### config.mk
export PLATFORM = sky130hd
export DESIGN_NAME = fl_demultiplexer
export DESIGN_NICKNAME = d
export VERILOG_FILES = /design/src/rtl/fl_demux_pkg.sv /design/src/rtl/fl_demux_skid.sv /design/src/rtl/fl_demultiplexer.sv
export SDC_FILE = /design/constraint.sdc
export NUM_CORES = 1
export LEC_CHECK = 0
export CAP_MARGIN = 30
export CORE_AREA = 2 2 151 153
export DETAILED_ROUTE_END_ITERATION = 6
export DIE_AREA = 0 0 153 155
export PLACE_DENSITY = 0.82
export SETUP_SLACK_MARGIN = 0.3
export SYNTH_ARGS = -nofsm -noshare
export SYNTH_HDL_FRONTEND = slang
export SYNTH_HIERARCHICAL = 1
export SYNTH_SLANG_ARGS = --single-unit
export TNS_END_PERCENT = 1
### constraint.sdc
create_clock -name CLK -period 2.35 [get_ports CLK]
set_input_delay 0.47 -clock CLK [delete_from_list [all_inputs] [get_ports CLK]]
set_output_delay 0.47 -clock CLK [all_outputs]
set_load 0.03 [all_outputs]
### src/rtl/fl_demux_pkg.sv
// Shared types for the Frame Link demultiplexer: FSM states, delimiter bundle and
// the select-width helper.
package fl_demux_pkg;

  typedef enum logic [1:0] {
    StIdle,
    StFrame,
    StDiscard
  } state_e;

  typedef struct packed {
    logic sof_n;
    logic eof_n;
    logic sop_n;
    logic eop_n;
  } fl_delim_t;

  function automatic int unsigned sel_width(input int unsigned channels);
    return (channels > 2) ? $clog2(channels) : 1;
  endfunction

endpackage

### src/rtl/fl_demux_skid.sv
// Two-entry skid buffer (main + skid register) with a registered ready so the
// downstream ready never reaches the upstream ready combinationally.
module fl_demux_skid #(
  parameter int unsigned Width = 8
) (
  input  logic             clk_i,
  input  logic             rst_ni,
  input  logic             in_valid_i,
  input  logic [Width-1:0] in_data_i,
  output logic             in_ready_o,
  output logic             out_valid_o,
  output logic [Width-1:0] out_data_o,
  input  logic             out_ready_i
);

  logic [Width-1:0] main_q, main_d, skid_q, skid_d;
  logic             main_vld_q, main_vld_d, skid_vld_q, skid_vld_d;
  logic             rdy_q;
  logic             accept;

  assign accept      = in_valid_i & rdy_q;
  assign in_ready_o  = rdy_q;
  assign out_valid_o = main_vld_q;
  assign out_data_o  = main_q;

  always_comb begin
    main_d     = main_q;
    main_vld_d = main_vld_q;
    skid_d     = skid_q;
    skid_vld_d = skid_vld_q;
    if (!main_vld_q || out_ready_i) begin
      // Main frees up: refill from skid first, otherwise straight from the input.
      if (skid_vld_q) begin
        main_d     = skid_q;
        main_vld_d = 1'b1;
        skid_vld_d = 1'b0;
      end else begin
        main_vld_d = accept;
        if (accept) main_d = in_data_i;
      end
    end else if (accept) begin
      skid_d     = in_data_i;
      skid_vld_d = 1'b1;
    end
  end

  always_ff @(posedge clk_i or negedge rst_ni) begin
    if (!rst_ni) begin
      main_q     <= '0;
      main_vld_q <= 1'b0;
      skid_q     <= '0;
      skid_vld_q <= 1'b0;
      rdy_q      <= 1'b0;
    end else begin
      main_q     <= main_d;
      main_vld_q <= main_vld_d;
      skid_q     <= skid_d;
      skid_vld_q <= skid_vld_d;
      rdy_q      <= ~skid_vld_d;
    end
  end

endmodule

### src/rtl/fl_demultiplexer.sv
// Frame Link demultiplexer: steers whole frames to one of CHANNELS outputs using the
// select latched at SOF; frames with an out-of-range select are consumed and counted.
module fl_demultiplexer
  import fl_demux_pkg::*;
#(
  parameter int unsigned CHANNELS   = 4,
  parameter int unsigned DATA_WIDTH = 64,
  parameter int unsigned DREM_WIDTH = $clog2(DATA_WIDTH / 8),
  parameter int unsigned SEL_WIDTH  = sel_width(CHANNELS),
  parameter int unsigned CNT_WIDTH  = 16
) (
  input  logic                           CLK,
  input  logic                           RESET_N,
  input  logic [SEL_WIDTH-1:0]           RX_SEL,
  input  logic [DATA_WIDTH-1:0]          RX_DATA,
  input  logic [DREM_WIDTH-1:0]          RX_REM,
  input  logic                           RX_SOF_N,
  input  logic                           RX_EOF_N,
  input  logic                           RX_SOP_N,
  input  logic                           RX_EOP_N,
  input  logic                           RX_SRC_RDY_N,
  output logic                           RX_DST_RDY_N,
  output logic [CHANNELS*DATA_WIDTH-1:0] TX_DATA,
  output logic [CHANNELS*DREM_WIDTH-1:0] TX_REM,
  output logic [CHANNELS-1:0]            TX_SOF_N,
  output logic [CHANNELS-1:0]            TX_EOF_N,
  output logic [CHANNELS-1:0]            TX_SOP_N,
  output logic [CHANNELS-1:0]            TX_EOP_N,
  output logic [CHANNELS-1:0]            TX_SRC_RDY_N,
  input  logic [CHANNELS-1:0]            TX_DST_RDY_N,
  output logic [CNT_WIDTH-1:0]           DROP_CNT
);

  typedef struct packed {
    logic [DATA_WIDTH-1:0] data;
    logic [DREM_WIDTH-1:0] rem;
    fl_delim_t             delim;
    logic [SEL_WIDTH-1:0]  chan;
  } entry_t;

  state_e               state_q, state_d;
  logic [SEL_WIDTH-1:0] chan_q, chan_d, fwd_chan;
  logic [CNT_WIDTH-1:0] drop_cnt_q, drop_cnt_d;
  logic                 rx_acc, sel_ok, fwd, drop_inc;
  logic                 buf_ready, out_valid, out_ready;
  entry_t               in_entry, out_entry;
  logic [CHANNELS-1:0]  sel_hit;

  assign RX_DST_RDY_N = ~buf_ready;
  assign rx_acc       = ~RX_SRC_RDY_N & buf_ready;
  assign sel_ok       = 32'(RX_SEL) < CHANNELS;
  assign DROP_CNT     = drop_cnt_q;

  always_comb begin
    state_d  = state_q;
    chan_d   = chan_q;
    fwd_chan = chan_q;
    fwd      = 1'b0;
    drop_inc = 1'b0;
    unique case (state_q)
      StIdle: begin
        // Non-SOF words here are orphans and vanish without being counted.
        if (rx_acc && !RX_SOF_N) begin
          if (sel_ok) begin
            fwd      = 1'b1;
            fwd_chan = RX_SEL;
            chan_d   = RX_SEL;
            if (RX_EOF_N) state_d = StFrame;
          end else begin
            drop_inc = 1'b1;
            if (RX_EOF_N) state_d = StDiscard;
          end
        end
      end
      StFrame: begin
        if (rx_acc) begin
          fwd = 1'b1;
          if (!RX_EOF_N) state_d = StIdle;
        end
      end
      StDiscard: begin
        if (rx_acc && !RX_EOF_N) state_d = StIdle;
      end
      default: state_d = StIdle;
    endcase
    drop_cnt_d = (drop_inc && drop_cnt_q != '1) ? drop_cnt_q + 1'b1 : drop_cnt_q;
  end

  always_ff @(posedge CLK or negedge RESET_N) begin
    if (!RESET_N) begin
      state_q    <= StIdle;
      chan_q     <= '0;
      drop_cnt_q <= '0;
    end else begin
      state_q    <= state_d;
      chan_q     <= chan_d;
      drop_cnt_q <= drop_cnt_d;
    end
  end

  assign in_entry = '{
    data:  RX_DATA,
    rem:   RX_REM,
    delim: '{sof_n: RX_SOF_N, eof_n: RX_EOF_N, sop_n: RX_SOP_N, eop_n: RX_EOP_N},
    chan:  fwd_chan
  };

  fl_demux_skid #(
    .Width($bits(entry_t))
  ) u_skid (
    .clk_i      (CLK),
    .rst_ni     (RESET_N),
    .in_valid_i (fwd),
    .in_data_i  (in_entry),
    .in_ready_o (buf_ready),
    .out_valid_o(out_valid),
    .out_data_o (out_entry),
    .out_ready_i(out_ready)
  );

  for (genvar c = 0; c < CHANNELS; c++) begin : g_tx
    assign sel_hit[c] = out_valid && (out_entry.chan == SEL_WIDTH'(c));
    assign TX_DATA[c*DATA_WIDTH +: DATA_WIDTH] = out_entry.data;
    assign TX_REM[c*DREM_WIDTH +: DREM_WIDTH]  = out_entry.rem;
    assign TX_SOF_N[c]     = ~sel_hit[c] | out_entry.delim.sof_n;
    assign TX_EOF_N[c]     = ~sel_hit[c] | out_entry.delim.eof_n;
    assign TX_SOP_N[c]     = ~sel_hit[c] | out_entry.delim.sop_n;
    assign TX_EOP_N[c]     = ~sel_hit[c] | out_entry.delim.eop_n;
    assign TX_SRC_RDY_N[c] = ~sel_hit[c];
  end

  assign out_ready = |(sel_hit & ~TX_DST_RDY_N);

endmodule
# After elaboration in Yosys (flattened, before gate mapping)
# Index checks and enable logic that the tools add are counted.
[op_classes]
eq_ne = 10
mux = 16
n_bitwise = 28
reduce_logical = 17
[ops]
columns = ["operator", "count"]
rows = [
  ["2-to-1 mux 73 bit", 2],
  ["OR 1 bit", 16],
  ["2-to-1 mux 2 bit", 7],
  ["!= test 2 bit (second input constant)", 5],
  ["NOT 1 bit", 8],
  ["equality test 2 bit (second input constant)", 3],
  ["logical AND 1 bit", 6],
  ["one-hot mux 2 bit (3 select lines)", 1],
  ["2-to-1 mux 1 bit", 5],
  ["AND reduction 5 bit", 1],
  ["AND 4 bit", 1],
  ["equality test 2 x 1 -> 1 bit (second input constant)", 2],
  ["zero test 2 bit", 2],
  ["NOT 4 bit", 1],
  ["AND reduction 2 bit", 2],
  ["OR reduction 4 bit", 1],
  ["zero test 1 bit", 3],
  ["AND 1 bit", 2],
  ["one-hot mux 1 bit (2 select lines)", 1],
  ["nonzero test 2 bit", 1],
  ["logical OR 1 bit", 1],
]
[totals]
register_bits = 153
elab_cells = 78

# Depth between registers and ports, before layout
[logic_depth]
word_depth = 9
depth_mapped = 7
mapped_depth_nobuf = 5

# By module
# Netlist, hierarchy kept.
[modules_own_cells]
columns = ["mod", "n_inst", "cells_per_inst", "area_per_inst_um2", "seq_area_each_um2"]
rows = [
  ["fl_demux_skid", 1, 398, 6831.6, 3728.6],
  ["fl_demultiplexer", 1, 255, 1959.4, 75.1],
]

# Worst setup path before layout
# No wires, ideal clock.
[synth_timing]
path_kind = "flip-flop to flip-flop"
from = "reg u_skid.main_q[0] (netlist: u_skid/out_data_o[0])"
to = "reg u_skid.main_q[0] (netlist: u_skid/out_data_o[0])"
setup_time_ns = 0.125
arrival_time_ns = 1.923
required_time_ns = 2.225
path_slack_ns = 0.302
stages_incl_launch_ff = 8
n_path_buf = 2
cell_sequence = "dfrtp_1 -> buf_6 -> mux4_2 -> nor2b_1 -> nor2b_4 -> nor2_8 -> buf_6 -> mux2_4"
[synth_between]
elab_chain_len = 6
word_cells_on_any_way = 12
classes_between = "eq/ne (3); bitwise (1); reduce/logical (8)"
[synth_rtl]
columns = ["element", "line", "text"]
rows = [
  ["start: declaration", "fl_demux_skid.sv:16", "logic [Width-1:0] main_q, main_d, skid_q, skid_d;"],
  ["start signal: assignment", "fl_demux_skid.sv:55", "main_q <= main_d;"],
  ["equality test 2 x 1 -> 1 bit (tied with other cells)", "fl_demultiplexer.sv:122", "assign sel_hit[c] = out_valid && (out_entry.chan == SEL_WIDTH'(c));"],
  ["logical AND 1 bit", "fl_demultiplexer.sv:122", ""],
  ["AND 4 bit *", "fl_demultiplexer.sv:132", "assign out_ready = |(sel_hit & ~TX_DST_RDY_N);"],
  ["OR reduction 4 bit *", "fl_demultiplexer.sv:132", ""],
  ["via out_ready", "fl_demultiplexer.sv:45", "logic buf_ready, out_valid, out_ready;"],
  ["logical OR 1 bit *", "fl_demux_skid.sv:31", "if (!main_vld_q || out_ready_i) begin"],
  ["AND reduction 2 bit (no line) *", "-", ""],
]
# Mark *: on every way through the listed nets, which the timed path passes. The rest lies on a longest branch.
# A chain may end at the register's enable or synchronous reset.

# Worst setup path after layout
[layout_timing]
from = "in TX_DST_RDY_N[3]"
to = "reg u_skid.main_q[61] (netlist: u_skid/out_data_o[61])"
[layout_between]
elab_chain_len = 5
[layout_rtl]
columns = ["element", "line", "text"]
rows = [
  ["start: declaration", "fl_demultiplexer.sv:30", "input logic [CHANNELS-1:0] TX_DST_RDY_N,"],
  ["NOT 4 bit", "fl_demultiplexer.sv:132", ""],
  ["AND 4 bit", "fl_demultiplexer.sv:132", ""],
  ["OR reduction 4 bit", "fl_demultiplexer.sv:132", ""],
  ["via out_ready", "fl_demultiplexer.sv:45", ""],
  ["logical OR 1 bit", "fl_demux_skid.sv:31", ""],
  ["AND reduction 2 bit (no line)", "-", ""],
]
# The timed path passes the listed nets, and every way through them passes these cells.

==> results.sh <==
export IMPL_place_congestion=0.7275
export IMPL_antenna_cells=0
export IMPL_critical_path_class="input pin to flop"
export IMPL_fmax_ghz=0.4643
export IMPL_dr_pass1_iters=4
export IMPL_portBuffers=368
export IMPL_netlist_area_mm2=0.008791
export IMPL_antenna_found_initial=0
export IMPL_max_cap_violations=0
export IMPL_async_flop_share_pct=100.0
export IMPL_wl_met2_um=9716
export IMPL_rsz0062_at_grt="yes"
export IMPL_grt_usage_pct=15.50
export IMPL_synth_largest_area_cell="dfrtp_1"
export IMPL_cp_arrival_ns=2.44
export IMPL_clock_sinks=152
export IMPL_htree_levels=4
export IMPL_crit_fanout=36
export IMPL_final_core_util_pct=53.29
export IMPL_pin_count=385
export IMPL_dp_hpwl_um=13020
export IMPL_cp_required_ns=2.64
export IMPL_cp_end_kind="flop"
export IMPL_skew_ns=0.009202
export IMPL_clock_latency_ns=0.41
export IMPL_synth_common_cells="225 x buf_4, 152 x dfrtp_1, 131 x mux2_2"
export IMPL_synth_edf_count=0
export IMPL_fin_crit_ns=2.154
export IMPL_yosys_area_top_type_share_pct=43.27
export IMPL_cts_tree="yes"
export IMPL_via_per_inst=4.553
export IMPL_dr_total_vias=5150
export IMPL_ys_seq_area_share_pct=43.27
export IMPL_grt_pass1_vias=5478
export IMPL_core_area_mm2=0.02223
export IMPL_met3WireLength_um=1164
export IMPL_syn2layout_area_growth_pct=34.74
export IMPL_numCtsBuffers=17
export IMPL_wl_per_cell_um=16.36
export IMPL_dieArea_mm2=0.02372
export IMPL_hold_class="input pin to asynchronous set/reset pin"
export IMPL_wl_met1_um=7444
export IMPL_yosysMostFrequentCell="buf_4"
export IMPL_hold_viol_final=0
export IMPL_die_h_um=155
export IMPL_synth_seq_cells=152
export IMPL_synthDistinctLibCells=25
export IMPL_drive_above_1_share_pct=36.64
export IMPL_outcome="complete, no violations"
export IMPL_min_period_over_period_pct=91.65
export IMPL_cts_max_path_buffers=2
export IMPL_netlist_top_cells_area="dfrtp_1 43%, buf_4 19%, mux2_2 17%, mux2_4 15%, buf_6 1.9%"
export IMPL_drc=0
export IMPL_postSynthCellCount=653
export IMPL_finalWirelength_um=18510
export IMPL_nNetsFinal=915
export IMPL_setup_viol=0
export IMPL_grt_overflow=0
export IMPL_highest_layer="met4"
export IMPL_timing_final_ws_setup_ns=0.1963
export IMPL_syn_area_per_cell_um2=13.46
export IMPL_grt_pass1_wl_um=29690
export IMPL_pre_cts_ws_ns=-0.3304
export IMPL_cts_clk_slew_worst_paths_ns=0.06
export IMPL_floorplan_rows=55
export IMPL_drt_iter0_drc=154
export IMPL_yosys_most_used_dff="dfrtp_1"
export IMPL_initial_utilization_pct=39.55
export IMPL_synth_warning_count=6
export IMPL_ant_nets=0
export IMPL_die_w_um=153
export IMPL_worstSetupStartpointType="input pin"
export IMPL_cts_root_buf="clkbuf_16"
export IMPL_grt_max_degree=51
export IMPL_drv_slew=0
## flip-flops by register name (all words and copies together) (netlist names)
signal,cells
chan_q,2
u_skid/skid_vld_q,1
u_skid/out_valid_o,1
state_q,1
u_skid/out_data_o,73
u_skid/skid_q,73
u_skid/in_ready_o,1
## final timing paths
| check | end | cells past startpoint | slack, ns | from |
|---|---|---|---|---|
| max | u_skid/out_data_o[61]$_DFFE_PN0P_ | 7 | 0.20 | TX_DST_RDY_N[3] |
| min | u_skid/skid_q[70]$_DFFE_PN0P_ | 1 | 0.009 | RESET_N |
| max reg2reg | u_skid/out_data_o[61]$_DFFE_PN0P_ | 6 | 0.21 | u_skid/out_data_o[0]$_DFFE_PN0P_ |
| min reg2reg | u_skid/skid_q[0]$_DFFE_PN0P_ | 1 | 0.50 | u_skid/skid_q[0]$_DFFE_PN0P_ |
| max in group asynchronous | u_skid/skid_q[28]$_DFFE_PN0P_ | 2 | 1.71 | RESET_N |
| min in group CLK | u_skid/skid_q[0]$_DFFE_PN0P_ | 1 | 0.50 | u_skid/skid_q[0]$_DFFE_PN0P_ |
## metrics by stage
step	TNS, ns	hold slack (ns)	area [um^2]	cells
detailed placement	-40.04	0.4580	11270	1098
global route	0	0.03311	11850	1131
global placement	-30.85	0.4533	11270	1098
finish	0	0.008979	11850	1131
floorplan	0	0.1744	8847	668
CTS	0	0.007399	11850	1131
## cell usage in the layout (no fill, tap or decap), types with 2 or more instances in the layout
| cell | Yosys | layout |
|---|---|---|
| or3_1 | 4 | 4 |
| buf_4 | 225 | 10 |
| clkdlybuf4s50_1 | 0 | 346 |
| dfrtp_2 | 0 | 3 |
| buf_12 | 0 | 9 |
| buf_6 | 15 | 3 |
| or2_2 | 9 | 8 |
| clkbuf_16 | 0 | 17 |
| conb_1 | 1 | 16 |
| clkbuf_8 | 0 | 2 |
| mux2_4 | 90 | 90 |
| buf_2 | 0 | 7 |
| inv_1 | 4 | 4 |
| clkinvlp_4 | 0 | 5 |
| clkinv_4 | 0 | 2 |
| nand2_1 | 2 | 2 |
| mux2_2 | 131 | 131 |
| dfrtp_1 | 152 | 148 |
| clkdlybuf4s15_2 | 0 | 9 |
| nand2b_1 | 6 | 6 |
## logic make-up after synthesis
group           Yosys count  share of synthesized area, %
simple gates             31                         2.718
flops                   152                         43.27
buf+inv                 244                         21.31
compound gates            3                        0.2562
mux                     222                         32.41
other cells               1                       0.04266
## cell type report
type | count | area, um^2
multi-input combinational | 272 | 3182
clock inverter | 10 | 98.84
timing repair buffer | 388 | 3925
tap | 285 | 356.6
clock buffer | 20 | 456.7
sequential | 152 | 3811
fill | 1882 | 10380
inverter | 4 | 15.01
## layer usage
layer  global-route usage (%)  vias to the layer above
li1                         -                     2335
met1                    18.79                     2594
met2                    27.61                      210
met3                    3.928                       11
met4                    3.968                        0
met5                        0                        -
## critical path: stages
cell and delay, ns:
clkdlybuf4s50_1 0.40, mux4_2 0.50, nor2b_2 0.21, nor2b_4 0.09, nor2_8 0.13, buf_12 0.26
mux2_2 0.37
## repair_timing
action,in CTS,in global routing
pin swaps,1,0
hold endpoints to repair,0,0
endpoints found under the setup margin,211,326
gates resized for setup,79,4
hold buffers,0,0
setup buffers,3,0
Power is not shown: default switching activity piles up to over one toggle a cycle in this logic, so the estimate is an artifact.
